File: src/rtl/serial_to_parallel.sv
// Serial-to-parallel converter: collects WIDTH serial bits into a word and
// holds it in an output register under a valid/ready handshake with overrun flag.
module serial_to_parallel #(
  parameter int unsigned WIDTH     = 8,
  parameter int unsigned MSB_FIRST = 1
) (
  input  logic                   clk,
  input  logic                   reset,
  input  logic                   D,
  input  logic                   en,
  input  logic                   clear,
  input  logic                   ready,
  output logic [WIDTH-1:0]       Q,
  output logic                   valid,
  output logic [$clog2(WIDTH):0] bit_cnt,
  output logic                   overrun
);

  localparam int unsigned CNT_W = $clog2(WIDTH) + 1;

  typedef enum logic {
    S_EMPTY = 1'b0,
    S_FULL  = 1'b1
  } state_t;

  state_t           r_state;
  state_t           w_state_next;
  logic [WIDTH-1:0] r_sr;
  logic [WIDTH-1:0] w_sr_shift;
  logic [WIDTH-1:0] r_q;
  logic [CNT_W-1:0] r_cnt;
  logic             r_overrun;
  logic             w_sample;
  logic             w_complete;
  logic             w_load_q;
  logic             w_overrun_next;

  // Post-shift SR value; also the candidate word on completion
  generate
    if (MSB_FIRST != 0) begin : g_msb_first
      assign w_sr_shift = {r_sr[WIDTH-2:0], D};
    end else begin : g_lsb_first
      assign w_sr_shift = {D, r_sr[WIDTH-1:1]};
    end
  endgenerate

  assign w_sample   = en & ~clear;
  assign w_complete = w_sample && (r_cnt == CNT_W'(WIDTH - 1));

  // Collection path runs independently of the output handshake
  always_ff @(posedge clk or negedge reset) begin
    if (!reset) begin
      r_sr  <= '0;
      r_cnt <= '0;
    end else if (clear) begin
      r_sr  <= '0;
      r_cnt <= '0;
    end else if (en) begin
      r_sr  <= w_sr_shift;
      r_cnt <= w_complete ? '0 : r_cnt + CNT_W'(1);
    end
  end

  always_ff @(posedge clk or negedge reset) begin
    if (!reset) begin
      r_state <= S_EMPTY;
    end else begin
      r_state <= w_state_next;
    end
  end

  always_comb begin
    w_state_next   = r_state;
    w_load_q       = 1'b0;
    w_overrun_next = 1'b0;
    case (r_state)
      S_EMPTY: begin
        if (w_complete) begin
          w_load_q     = 1'b1;
          w_state_next = S_FULL;
        end
      end
      S_FULL: begin
        if (w_complete) begin
          if (ready) begin
            w_load_q = 1'b1;
          end else begin
            w_overrun_next = 1'b1;
          end
        end else if (ready) begin
          w_state_next = S_EMPTY;
        end
      end
      default: w_state_next = S_EMPTY;
    endcase
  end

  always_ff @(posedge clk or negedge reset) begin
    if (!reset) begin
      r_q       <= '0;
      r_overrun <= 1'b0;
    end else begin
      if (w_load_q) begin
        r_q <= w_sr_shift;
      end
      r_overrun <= w_overrun_next;
    end
  end

  assign Q       = r_q;
  assign valid   = (r_state == S_FULL);
  assign bit_cnt = r_cnt;
  assign overrun = r_overrun;

endmodule
File: config.mk
export PLATFORM = sky130hd
export DESIGN_NAME = serial_to_parallel
export DESIGN_NICKNAME = d
export VERILOG_FILES = /design/src/rtl/serial_to_parallel.sv
export SDC_FILE = /design/constraint.sdc
export NUM_CORES = 1
export LEC_CHECK = 0
export CORE_MARGIN = 2
export CORE_UTILIZATION = 46
export CTS_BUF_LIST = sky130_fd_sc_hd__clkbuf_4
export DETAILED_ROUTE_END_ITERATION = 8
export PLACE_DENSITY = 0.77
export SLEW_MARGIN = 20
export SYNTH_ARGS = -nofsm -noshare
export SYNTH_HDL_FRONTEND = slang
export SYNTH_SLANG_ARGS = --single-unit
File: constraint.sdc
create_clock -name clk -period 1.7 [get_ports clk]
set_clock_uncertainty 0.15 [all_clocks]
set_input_delay 0.34 -clock clk [delete_from_list [all_inputs] [get_ports clk]]
set_output_delay 0.34 -clock clk [all_outputs]
set_load 0.05 [all_outputs]
==> results_dict.tcl, run 1 <==
set metrics [dict create \
    p_total_mw 0.859 \
    postCtsResizedCells 0 \
    cts_hold_buf 0 \
    cts_made_buffers 3 \
    boundaryPins 20 \
    viasPerCell 5.13 \
    synth_top_area_share_pct 59.2 \
    cts.sinks 21 \
    seq_area_frac_synth_pct 59.2 \
    worstSetupPathType "register to register" \
    synth_edf_count 0 \
    rows 15 \
    tns_ns 0 \
    fin_crit_sh_pct 97.9 \
    syn_area_um2 887 \
    clock_path_buffers 2 \
    critPathCaptureType "register" \
    clkLatencyLatePin_ns 0.31 \
    tightest_slew_ns 0.252 \
    synthTopCellsByCount "dfrtp_1 (21), nor2_1 (10), mux2_4 (8), mux2i_1 (8), nand2_1 (3)" \
    setup_viol 0 \
    startpoint_type "register" \
    slew_violations 0 \
    drt-wirelength-per-cell_um 14.1 \
    dieArea_um2 2300 \
    ant_nets 0 \
    htree_levels 1 \
    routabilityCongestion 0.716 \
    area_delta_synth_final_pct 55.0 \
    power_density_nw_per_um2 624 \
    ys_ff_latch 21 \
    grt_max_degree 22 \
    r2r_end "Q[6]" \
    core_area_um2 1760 \
    post-synth-top-count-cell "dfrtp_1" \
    cts_setup_buffers 0 \
    via_count 626 \
    vdd_drop_max_mv 0.379 \
    rsz0062_at_grt "yes" \
    initial_utilization_pct 50.3 \
    synth_area_per_cell_um2 13.6 \
    drt-pass1-iter-count 4 \
    worstHoldPathType "primary input to async pin" \
    antennaDiodeCount 0 \
    fp.dieW_um 47.9 \
    post-dp-hpwl_um 1330 \
    synthArstFlopShare_pct 100 \
    maxCapViolCount 0 \
    synth.distinct_cells 17 \
    report.final.hold_viol_count 0 \
    nNetsFinal 105 \
    drc 0 \
    grt_overflow 0 \
    synth_top_flop_cell "dfrtp_1" \
    min_period_ns 1.66 \
    antenna_found_initial 0 \
    finalWirelength_um 1720 \
    whs_ns 0.211 \
    grt.total_usage_pct 18.5 \
    r2r_cells 5 \
    grt_pass1_vias 665 \
    reg2reg_slack_ns 0.04 \
    arrival_ns 1.71 \
    clk_pin_slew_worst_paths_ns 0.12 \
    reg2reg_from "bit_cnt[1]" \
    synthTopCellsByArea "dfrtp_1 (59%), mux2_4 (14%), mux2i_1 (9.0%)" \
    relSlewSlack_pct 83.2 \
    drtIter0Drc 3 \
    cts_tree "done" \
    cts_root_buffer "clkbuf_4" \
    outcome "finished, final reports clean" \
    die_y_um 47.9 \
    syn-num-nets 72 \
    cp.required_ns 1.75 \
    ys_warn_count 0 \
    grt_pass1_wl_um 2880 \
    fmax_mhz 601 \
    yosys.area.top_type "dfrtp_1" \
    syn_inst 65 \
    crit_fanout 8 \
    leakage_nw 0.649 \
    drive_gt1_share_pct 44.3 \
    io_buffers 19 \
]
## flip-flops by register name, summed over array words and instances (netlist names)
name / flops
valid: 1
overrun: 1
bit_cnt: 4
Q: 8
r_sr: 7
## area by class of cell
class / instances / area, um2
sequential: 21 / 529
timing repair buffer: 31 / 433
fill: 122 / 389
multi-input combinational: 41 / 354
tap: 25 / 31.3
clock buffer: 3 / 22.5
clock inverter: 1 / 5.00
## stage by stage
step	util [%]	cells	setup slack [ns]	area [um2]
global route	77.9	122	-0.00696	1380
finish	77.9	122	0.0361	1380
detailed placement	76.4	118	-0.175	1350
CTS	77.9	122	0.0345	1380
floorplan	-	65	-0.119	903
global placement	76.4	118	-0.139	1350
## cell usage in the layout (no fill, tap or decap), drive strengths merged
| cell type | count |
|---|---|
| a21oi | 2 |
| buf | 26 |
| nand2b | 2 |
| nand2 | 3 |
| nor2 | 10 |
| or3b | 1 |
| mux2i | 8 |
| nand4 | 1 |
| nand3b | 2 |
| or3 | 1 |
| clkdlybuf4s50 | 5 |
| mux2 | 8 |
| xor2 | 1 |
| clkbuf | 3 |
| dfrtp | 21 |
| and4bb | 1 |
| ha | 1 |
| clkinv | 1 |
## kinds of logic (layout without fill, tap and decap cells)
kind of cell | after synthesis | after routing | share of synthesized area (%)
AOI/OAI and AO/OA | 2 | 2 | 1.13
DFF | 21 | 21 | 59.2
buffers and inverters | 3 | 35 | 2.26
and+or+nand+nor | 21 | 21 | 12.4
muxes | 16 | 16 | 22.6
xor gates and xnor gates | 1 | 1 | 0.987
adders and majority gates | 1 | 1 | 1.41
## routing by layer
metal | track usage [%] | up-vias | part of all wire (%)
met5 | 0 | - | 0
met4 | 10.3 | 0 | 3.1
met3 | 2.64 | 6 | 4.0
met2 | 32.3 | 22 | 53
met1 | 21.6 | 309 | 39
li1 | - | 289 | -
## power breakdown
part | switching [mW] | internal [mW]
sequential | 0.00789 | 0.507
combinational | 0.0526 | 0.0535
clock | 0.149 | 0.0878
## worst max path at each step
stage,from,endpoint
floorplan,bit_cnt[1],Q[0]
global placement,ready,Q[0]
detailed placement,ready,Q[6]
CTS,bit_cnt[0],Q[6]
global route,bit_cnt[0],Q[6]
finish,bit_cnt[1],Q[6]
## critical path, stage by stage, from the launching register on
cell and delay [ns]:
dfrtp_2 0.41, ha_4 0.15, nand3b_1 0.10, and4bb_1 0.31, buf_12 0.14, mux2_4 0.29
Power figures use the tool's default switching activity.
==> run 2, diff against run 1 <==
Settings changed: HOLD_SLACK_MARGIN from default to 0.05, SLEW_MARGIN 20 to default.
==> results of run 2 <==
Same layout as run 1: the final DEF is identical, and so are final timing and power.
==> run 3, diff against run 2 <==
Settings changed: CAP_MARGIN from default to 10.
==> results of run 3 <==
Same layout as run 1: the final DEF is identical, and so are final timing and power.
